## config.mk

```make
export PLATFORM = sky130hd
export DESIGN_NAME = hci_hwpe_strided_source
export DESIGN_NICKNAME = d
export VERILOG_FILES = /design/src/rtl/hci_hwpe_strided_source.sv
export SDC_FILE = /design/constraint.sdc
export NUM_CORES = 1
export LEC_CHECK = 0
export CAP_MARGIN = 20
export CORE_MARGIN = 3
export CORE_UTILIZATION = 37
export CTS_CLUSTER_SIZE = 25
export DETAILED_ROUTE_END_ITERATION = 7
export SKIP_CTS_REPAIR_TIMING = 1
export SLEW_MARGIN = 10
export SYNTH_ARGS = -nofsm -noshare
export SYNTH_HDL_FRONTEND = slang
export SYNTH_SLANG_ARGS = --single-unit
```

## constraint.sdc

```tcl
create_clock -name clk_i -period 12.37 [get_ports clk_i]
set_input_delay 2.474 -clock clk_i [delete_from_list [all_inputs] [get_ports clk_i]]
set_output_delay 2.474 -clock clk_i [all_outputs]
set_load 0.02 [all_outputs]
```

## src/rtl/hci_hwpe_strided_source.sv

```systemverilog
`default_nettype none
// ============================================================================
// Module   : hci_hwpe_strided_source
// Purpose  : 2-D strided TCDM read engine feeding an HWPE valid/ready stream
//            through a credit-controlled response FIFO.
// Revision : 1.0 - initial release
// ============================================================================
module hci_hwpe_strided_source #(
  parameter int unsigned AW         = 32,
  parameter int unsigned DW         = 128,
  parameter int unsigned LW         = 16,
  parameter int unsigned FIFO_DEPTH = 4
) (
  input  logic            clk_i,
  input  logic            rst_i,
  input  logic            clear_i,
  input  logic            start_i,
  input  logic [AW-1:0]   base_addr_i,
  input  logic [AW-1:0]   d0_stride_i,
  input  logic [LW-1:0]   d0_len_i,
  input  logic [AW-1:0]   d1_stride_i,
  input  logic [LW-1:0]   d1_len_i,
  output logic            busy_o,
  output logic            done_o,
  output logic            tcdm_req_o,
  input  logic            tcdm_gnt_i,
  output logic [AW-1:0]   tcdm_add_o,
  output logic            tcdm_wen_o,
  output logic [DW/8-1:0] tcdm_be_o,
  output logic [DW-1:0]   tcdm_data_o,
  input  logic [DW-1:0]   tcdm_r_data_i,
  input  logic            tcdm_r_valid_i,
  output logic            stream_valid_o,
  input  logic            stream_ready_i,
  output logic [DW-1:0]   stream_data_o
);

  localparam int unsigned PW = (FIFO_DEPTH > 1) ? $clog2(FIFO_DEPTH) : 1;
  localparam int unsigned CW = $clog2(FIFO_DEPTH + 1);
  localparam logic [CW:0]   c_DEPTH = (CW+1)'(FIFO_DEPTH);
  localparam logic [CW-1:0] c_FULL  = CW'(FIFO_DEPTH);
  localparam logic [PW-1:0] c_LAST  = PW'(FIFO_DEPTH - 1);

  typedef enum logic [1:0] {
    S_IDLE  = 2'd0,
    S_RUN   = 2'd1,
    S_DRAIN = 2'd2
  } state_t;

  state_t          r_state, w_state_next;
  logic            r_done, w_done_next;
  logic [AW-1:0]   r_d0_stride, r_d1_stride;
  logic [LW-1:0]   r_d0_len, r_d1_len;
  logic [LW-1:0]   r_i0, r_i1;
  logic [AW-1:0]   r_addr, r_row_addr;
  logic            r_outstanding;

  logic [DW-1:0]   r_mem [FIFO_DEPTH];
  logic [PW-1:0]   r_wr_ptr, r_rd_ptr;
  logic [CW-1:0]   r_count;

  logic            w_req, w_hs, w_last0, w_last1, w_zero_len;
  logic            w_push, w_pop, w_empty, w_full;
  logic [CW:0]     w_used;
  logic [AW-1:0]   w_next_row;

  assign w_empty    = (r_count == '0);
  assign w_full     = (r_count == c_FULL);
  assign w_used     = {1'b0, r_count} + {{CW{1'b0}}, r_outstanding};
  // Credits cover both stored entries and the one response still in flight.
  assign w_req      = (r_state == S_RUN) && (w_used < c_DEPTH);
  assign w_hs       = w_req & tcdm_gnt_i;
  assign w_last0    = (r_i0 == r_d0_len - LW'(1));
  assign w_last1    = (r_i1 == r_d1_len - LW'(1));
  assign w_zero_len = (d0_len_i == '0) || (d1_len_i == '0);
  assign w_next_row = r_row_addr + r_d1_stride;
  // Responses are only accepted for a grant issued since the last reset/clear.
  assign w_push     = tcdm_r_valid_i & r_outstanding;
  assign w_pop      = ~w_empty & stream_ready_i;

  always_comb begin
    w_state_next = r_state;
    w_done_next  = 1'b0;
    case (r_state)
      S_IDLE: begin
        if (start_i) begin
          if (w_zero_len) w_done_next = 1'b1;
          else            w_state_next = S_RUN;
        end
      end
      S_RUN: begin
        if (w_hs && w_last0 && w_last1) w_state_next = S_DRAIN;
      end
      S_DRAIN: begin
        if (w_empty && !r_outstanding) begin
          w_state_next = S_IDLE;
          w_done_next  = 1'b1;
        end
      end
      default: w_state_next = S_IDLE;
    endcase
  end

  always_ff @(posedge clk_i) begin
    if (rst_i || clear_i) begin
      r_state <= S_IDLE;
      r_done  <= 1'b0;
    end else begin
      r_state <= w_state_next;
      r_done  <= w_done_next;
    end
  end

  always_ff @(posedge clk_i) begin
    if (rst_i || clear_i) begin
      r_d0_stride   <= '0;
      r_d1_stride   <= '0;
      r_d0_len      <= '0;
      r_d1_len      <= '0;
      r_i0          <= '0;
      r_i1          <= '0;
      r_addr        <= '0;
      r_row_addr    <= '0;
      r_outstanding <= 1'b0;
    end else begin
      r_outstanding <= w_hs;
      if ((r_state == S_IDLE) && start_i) begin
        r_d0_stride <= d0_stride_i;
        r_d1_stride <= d1_stride_i;
        r_d0_len    <= d0_len_i;
        r_d1_len    <= d1_len_i;
        r_addr      <= base_addr_i;
        r_row_addr  <= base_addr_i;
        r_i0        <= '0;
        r_i1        <= '0;
      end else if (w_hs) begin
        if (w_last0) begin
          r_i0       <= '0;
          r_i1       <= r_i1 + LW'(1);
          r_row_addr <= w_next_row;
          r_addr     <= w_next_row;
        end else begin
          r_i0   <= r_i0 + LW'(1);
          r_addr <= r_addr + r_d0_stride;
        end
      end
    end
  end

  always_ff @(posedge clk_i) begin
    if (w_push) r_mem[r_wr_ptr] <= tcdm_r_data_i;
  end

  always_ff @(posedge clk_i) begin
    if (rst_i || clear_i) begin
      r_wr_ptr <= '0;
      r_rd_ptr <= '0;
      r_count  <= '0;
    end else begin
      if (w_push) r_wr_ptr <= (r_wr_ptr == c_LAST) ? '0 : r_wr_ptr + PW'(1);
      if (w_pop)  r_rd_ptr <= (r_rd_ptr == c_LAST) ? '0 : r_rd_ptr + PW'(1);
      case ({w_push, w_pop})
        2'b10:   r_count <= r_count + CW'(1);
        2'b01:   r_count <= r_count - CW'(1);
        default: r_count <= r_count;
      endcase
    end
  end

`ifndef SYNTHESIS
  always_ff @(posedge clk_i) begin
    if (!rst_i && !clear_i) assert (!(w_push && w_full));
  end
`endif

  assign busy_o         = (r_state != S_IDLE);
  assign done_o         = r_done;
  assign tcdm_req_o     = w_req;
  assign tcdm_add_o     = r_addr;
  assign tcdm_wen_o     = 1'b1;
  assign tcdm_be_o      = '1;
  assign tcdm_data_o    = '0;
  assign stream_valid_o = ~w_empty;
  assign stream_data_o  = w_empty ? '0 : r_mem[r_rd_ptr];

endmodule
`default_nettype wire

```

==> results of run 1 <==
-- Yosys cell counts, drive strengths merged (7+ instances only) --
| cell type | count |
|---|---|
| a211oi | 13 |
| buf | 164 |
| a311oi | 18 |
| a21o | 32 |
| mux2i | 11 |
| o21ai | 76 |
| or3 | 17 |
| mux4 | 128 |
| nand4 | 18 |
| and3 | 18 |
| or2 | 9 |
| inv | 43 |
| o31ai | 10 |
| o211ai | 20 |
| nor3 | 33 |
| a31oi | 20 |
| nand2 | 348 |
| dfxtp | 205 |
| or4 | 13 |
| nor2 | 115 |
| nor2b | 7 |
| a21oi | 206 |
| and2 | 132 |
| clkbuf | 121 |
| o31a | 7 |
| o21a | 15 |
| a31o | 12 |
| edfxtp | 512 |
| xnor2 | 67 |
| nand2b | 8 |
| nor4 | 19 |
| xor2 | 44 |
| ha | 72 |
| nand3 | 55 |
-- layout by cell type (no fill, tap or decap), types with 12 or more instances in the layout --
cell type and n:
clkbuf_16 82, a31o_2 12, edfxtp_1 512, and2_1 130, a21oi_1 206, or3_1 16, inv_1 43, o21a_1 15
a311oi_1 18, ha_1 72, nor4_1 17, nand3_1 55, nand4_1 17, a211oi_1 12, nor2_1 114, xor2_1 44
dfxtp_1 203, and3_1 14, clkdlybuf4s50_1 426, a31oi_1 20, o21ai_0 76, nand2_1 347, buf_4 23, conb_1 145
mux4_2 128, clkbuf_1 15, nor3_1 32, a21o_1 32, xnor2_1 67, o211ai_1 20
-- cells by family (layout without fill, tap and decap cells) --
group,Yosys count,after routing
and+or+nand+nor,811,811
muxes,140,140
adders and majority gates,75,75
buffers and inverters,328,639
DFF,717,717
xor gates and xnor gates,111,111
other,2,156
AOI/OAI and AO/OA,477,477
-- sequential cells by signal, indices dropped and copies added (netlist names), 3 cells and up, named ones only --
register and count:
r_d1_stride 32, r_mem 512, r_d0_len 16, tcdm_add_o 32, r_d0_stride 32, r_i0 16
r_d1_len 16, r_i1 16, r_count 3, r_row_addr 32
-- layout make-up --
| cell class | count | area [um^2] |
|---|---|---|
| fillers | 8036 | 47800 |
| well taps | 1165 | 1460 |
| clock inverters | 43 | 568 |
| clock buffers | 104 | 2200 |
| multi-input cells | 1759 | 12400 |
| diodes | 11 | 27.5 |
| inverters | 43 | 161 |
| flip-flops and latches | 717 | 19500 |
| repair buffers | 449 | 4440 |
-- per-stage QoR --
stage,hold slack [ns],worst slack [ns]
finish,0.459,5.83
global route,0.481,5.45
CTS,0.461,5.66
detailed placement,0.453,6.35
global placement,0.450,6.35
floorplan,0.440,6.39
-- report_power, final --
part / internal [mW] / switching, mW
Sequential: 2.59 / 0.0238
Combinational: 0.150 / 0.213
Clock: 1.48 / 0.995
-- worst min-delay path, stage by stage (launching register included) --
cell and delay [ns]:
dfxtp_1 0.31, nand2_1 0.05, a21oi_1 0.05
-- metal layers --
metal	GRT usage	wire (um)	up-vias
li1	-	-	10351
met1	0.240	36900	10879
met2	0.316	43800	723
met3	0.0825	9830	179
met4	0.0501	2120	42
met5	0	271	-
-- worst paths after layout --
check,slack (ns),end,cells after the start,startpoint
hold / removal,0.46,r_d0_stride[20],2,r_d0_stride[20]
setup reg to reg,8.35,r_i1[12],12,r_d0_len[0]
hold reg to reg,0.46,r_d0_stride[20],2,r_d0_stride[20]
setup / recovery,5.83,stream_data_o[81],5,flop
==> metrics.md, run 1 <==
| Metric | Value |
|---|---|
| Status | `completed` |
| Mux share of post-synthesis cell area | `0.0908` |
| Fin crit share | `0.529` |
| Critical Path RT | `~9.9 ns` |
| Synth Cell Area | `approximately 0.033 mm^2` |
| Die Y-Extent | `305 um` |
| Area Growth Syn to Fin | `23.1%` |
| Cell Chain, Critical Path | `buf_4 > buf_4 > mux4_2 > and2_1 > clkdlybuf4s50_1` |
| Worst-Margin Slew | `about 1.1 ns` |
| Largest cells by area after synthesis | `edfxtp_1 46%, dfxtp_1 12%, mux4_2 8.7%, nand2_1 3.9%, buf_4 3.3%` |
| Final Power | `around 5.5 mW` |
| Simple-gate share of the synthesized area | `0.118` |
| Largest family of logic cells by synthesized area | `simple AND/OR/NAND/NOR gates` |
| Crit-path leading delay family | `buffers and inverters` |
| Max-slew violations | `0` |
| CP Capture Type | `primary output` |
| Vias/cell | `5.17` |
| Startpoint types | `flop` |
| Post-synth EDFFs | `512` |
| Core area | `approximately 0.089 mm^2` |
| DRC | `0` |
| CTS H-tree depth | `3` |
| Pleak | `roughly 14 nW` |
| Final Skew | `between 0.04 and 0.05 ns` |
| Post-synthesis xor/xnor area fraction | `0.0294` |
| Detailed Route WL | `92,900 um` |
| Worst path most repeated cell | `buf_4` |
| Starting density of the core | `0.374` |
| Sequential cell area fraction in the yosys report | `0.588` |
| Final HPWL DP | `~65,000 um` |
| HP Class | `flop to flop` |
| Root Driver | `clkbuf_16` |
| Syn Area/Cell | `12.4 um^2` |
| Adder-cell area share of the yosys netlist | `0.0290` |
| Post-synth top area cell | `edfxtp_1` |
| Max Freq | `153 MHz` |
| CTS Buf Count | `81` |
| Area of placed instances | `approximately 0.038 mm^2` |
| Setup tns final | `0 ns` |
| Number of synthesis warnings | `0` |
| Die area | `about 0.093 mm^2` |
| Cells after DPL | `just over 4,000` |
| Std cell rows | `109` |
| Synth unique cells | `77` |
| Deepest clock path buffer count | `3` |
| Pwr/cell area | `between 100 and 150 mW/mm^2` |
| CTS tree | `yes` |
| Largest net degree at the start of global routing | `between 100 and 150` |
| Top FF cell, synth | `edfxtp_1` |
| Clock sinks | `roughly 700` |
| Antenna viol nets, final | `0` |
| Port bufs | `426` |
| Layout net count | `3,389` |
| Vias in the first global route | `roughly 22,000` |
| Routed wire per std cell | `roughly 22 um` |
| Share of cells above drive strength 1 | `0.102` |
| Total GRT Usage | `0.195` |
| TritonRoute pass-1 iters | `6` |
| Post-synthesis async set-or-reset flop share | `0` |
| Die X | `305 um` |
| Max_slew headroom | `0.279` |
| Post-Synthesis Cells | `2,661` |
| Compound-Gate Fraction of Synth Area | `0.0896` |
| Final hold vios | `0` |
| Worst vdd ir | `0.000117 V` |
| First-pass GRT wire length | `~140,000 um` |
| Worst stage delay on the critical path | `roughly 0.74 ns` |
| Initial antenna violation count | `37` |
| Worst-Skew Late Latency | `between 0.6 and 0.7 ns` |
| Setup Crit Path Kind | `flop to primary output` |
| RSZ-0062 raised after global routing | `no` |
| Critical Path Slowest Stage Cell | `buf_4` |
| Finished Layout Cells | `4,291` |
| Max-Cap Viols | `0` |
| CP Max Fanout | `40` |
| Arrival time at the worst endpoint | `4.06 ns` |
| Fin area | `slightly above 0.04 mm^2` |
| Setup Viol. Count Final | `0` |
| Worst-path clk slew | `about 0.06 ns` |
| Synth Register Bits | `717` |
| Share of the synthesized area in the top cell type | `0.464` |
| Fin util | `0.460` |
| Violation count after the first detailed-route iteration | `between 1,500 and 2,000` |
| Vias post-DR | `roughly 22,000` |
| I/O pin count | `around 570` |
| Gr ovfl total | `0` |
| Tmin final | `6.54 ns` |
| Critical path buffers and inverters | `3` |
| GPL Wtd Cong | `between 0.9 and 1` |
Power figures use the tool's default switching activity.
==> inputs of run 2 (changes only) <==
==> constraint.sdc (replaced) <==
create_clock -name clk_i -period 6.84 [get_ports clk_i]
set_input_delay 1.368 -clock clk_i [delete_from_list [all_inputs] [get_ports clk_i]]
set_output_delay 1.368 -clock clk_i [all_outputs]
set_load 0.02 [all_outputs]
==> metrics.md, run 2 (synthesized netlist as in run 1, its figures left out) <==
| Metric | Value |
|---|---|
| Status | `completed` |
| Tmin final | `slightly below 5 ns` |
| Clock share of power | `0.431` |
| Final Power | `between 9 and 10 mW` |
| Worst stage delay on the critical path | `between 0.9 and 1 ns` |
| Final HPWL DP | `about 65,000 um` |
| Final Skew | `0.0286 ns` |
| Cells after DPL | `approximately 4,100` |
| Fill count | `8,067` |
| Combinational power share | `0.070` |
| Deepest clock path buffer count | `3` |
| Antenna viol nets, final | `0` |
| Starting density of the core | `0.374` |
| Arrival time at the worst endpoint | `about 3.5 ns` |
| Max-slew violations | `0` |
| Cell Chain, Critical Path | `buf_4 > mux4_2 > and2_1 > clkdlybuf4s50_1` |
| Die area | `0.0931 mm^2` |
| Critical Path Slowest Stage Cell | `dfxtp_4` |
| Sequential Area | `between 0.015 and 0.02 mm^2` |
| Layout net count | `approximately 3,400` |
| Critical Path RT | `between 5 and 6 ns` |
| Startpoint types | `flop` |
| Pleak | `13.8 nW` |
| GPL Wtd Cong | `~0.94` |
| DRC | `0` |
| Area Growth Syn to Fin | `22.5%` |
| Number of flip-flops under the largest register name | `512` |
| Vias in the first global route | `between 20,000 and 25,000` |
| Initial antenna violation count | `31` |
| Sw Pwr | `~2.2 mW` |
| Max-Cap Viols | `0` |
| First-pass GRT wire length | `137,000 um` |
| Seq pwr share | `0.499` |
| Switching Share | `0.231` |
| Pwr/cell area | `about 230 mW/mm^2` |
| Core area | `around 0.09 mm^2` |
| Worst vdd ir | `about 0.00021 V` |
| Final hold vios | `0` |
| CP Capture Type | `primary output` |
| CTS H-tree depth | `3` |
| TritonRoute pass-1 iters | `5` |
| Setup Viol. Count Final | `0` |
| Setup tns final | `0 ns` |
| HP Class | `flop to flop` |
| Die Y-Extent | `slightly above 300 um` |
| CTS Buf Count | `80` |
| I/O pin count | `~570` |
| Worst-Skew Late Latency | `0.64 ns` |
| Gr ovfl total | `0` |
| Worst-Margin Slew | `between 1 and 1.5 ns` |
| Root Driver | `clkbuf_16` |
| Max Freq | `206 MHz` |
| Setup Crit Path Kind | `flop to primary output` |
| CTS tree | `yes` |
| Vias post-DR | `about 22,000` |
| Routed wire per std cell | `between 20 and 25 um` |
| Max_slew headroom | `0.272` |
| Violation count after the first detailed-route iteration | `~1,700` |
| Clock sinks | `717` |
| RSZ-0062 raised after global routing | `no` |
| Port bufs | `between 400 and 500` |
| Cell Int Power | `roughly 7.3 mW` |
| Detailed Route WL | `~93,000 um` |
| Commonest non-fill, non-tap cell in the layout | `edfxtp_1` |
| Largest net degree at the start of global routing | `around 130` |
| Share of cells above drive strength 1 | `0.0963` |
| Vias/cell | `5.17` |
| Std cell rows | `109` |
| CP Max Fanout | `44` |
| Die X | `305 um` |
| Total GRT Usage | `0.195` |
| Top reg by flops | `r_mem` |
| Fin util | `0.458` |
| Multi-input gate area | `between 0.01 and 0.015 mm^2` |
| Most frequent cells in the layout | `512 x edfxtp_1, 426 x clkdlybuf4s50_1, 347 x nand2_1, 206 x a21oi_1, 203 x dfxtp_1` |
| Worst-path clk slew | `roughly 0.060 ns` |
| Fin crit share | `0.709` |
| Finished Layout Cells | `roughly 4,300` |
[run 2: cell count changes in the layout (fill, tap and decap cells not counted), moves of 3 or more]
cell        previous run  this run
buf_12                 0         7
buf_4                 23        11
bufinv_16             10         2
clkbuf_1              15        25
clkinv_2              11         6
clkinvlp_4             1         4
diode_2               11        16
[run 2: stage by stage]
| stage | hold WS [ns] | worst slack (ns) | area, um^2 |
|---|---|---|---|
| finish | 0.458 | 1.99 | 40600 |
| global route | 0.481 | 1.69 | 40500 |
| CTS | 0.461 | 1.82 | 40500 |
| detailed placement | 0.453 | 2.53 | 38000 |
| global placement | 0.449 | 2.53 | 38000 |
| floorplan | 0.440 | 1.97 | 33600 |
[run 2: path summary, 6_finish.rpt]
path / startpoint / depth (start not counted) / slack (ns) / end
max: flop / 4 / 1.99 / stream_data_o[121]
min reg2reg: r_d0_stride[20] / 2 / 0.46 / r_d0_stride[20]
max reg2reg: r_d0_len[0] / 11 / 2.72 / tcdm_add_o[24]
min: r_d0_stride[20] / 2 / 0.46 / r_d0_stride[20]
[run 2: per-layer routing]
metal / wire, um / global-route usage
met1: 37600 / 0.243
met4: 2320 / 0.0543
met3: 9250 / 0.0804
met5: 190 / 0
met2: 43900 / 0.313
[run 2: layout make-up]
type | instances | share of cell area
Antenna cell | 16 | 0.000987
Clock inverter | 31 | 0.00756
Multi-Input combinational cell | 1759 | 0.306
Timing Repair Buffer | 445 | 0.111
Inverter | 43 | 0.00398
Sequential cell | 717 | 0.480
Clock buffer | 111 | 0.0540
Tap cell | 1165 | 0.0359
[run 2: power groups by stage]
stage          logic [mW]  clock network (mW)  registers, mW
6_report            0.661                4.08           4.73
5_1_grt             0.719                4.37           4.73
4_1_cts             0.662                4.19           4.73
3_5_place_dp        0.660                   0           4.82
3_3_place_gp        0.655                   0           4.82
2_1_floorplan       0.410                   0           4.81
[run 2: critical path: cells and delay by family (launching register included)]
kind | cells | cell delay (ns)
and+or+nand+nor | 1 | 0.20
muxes | 1 | 0.56
buffers and inverters | 2 | 1.05
DFF | 1 | 0.99
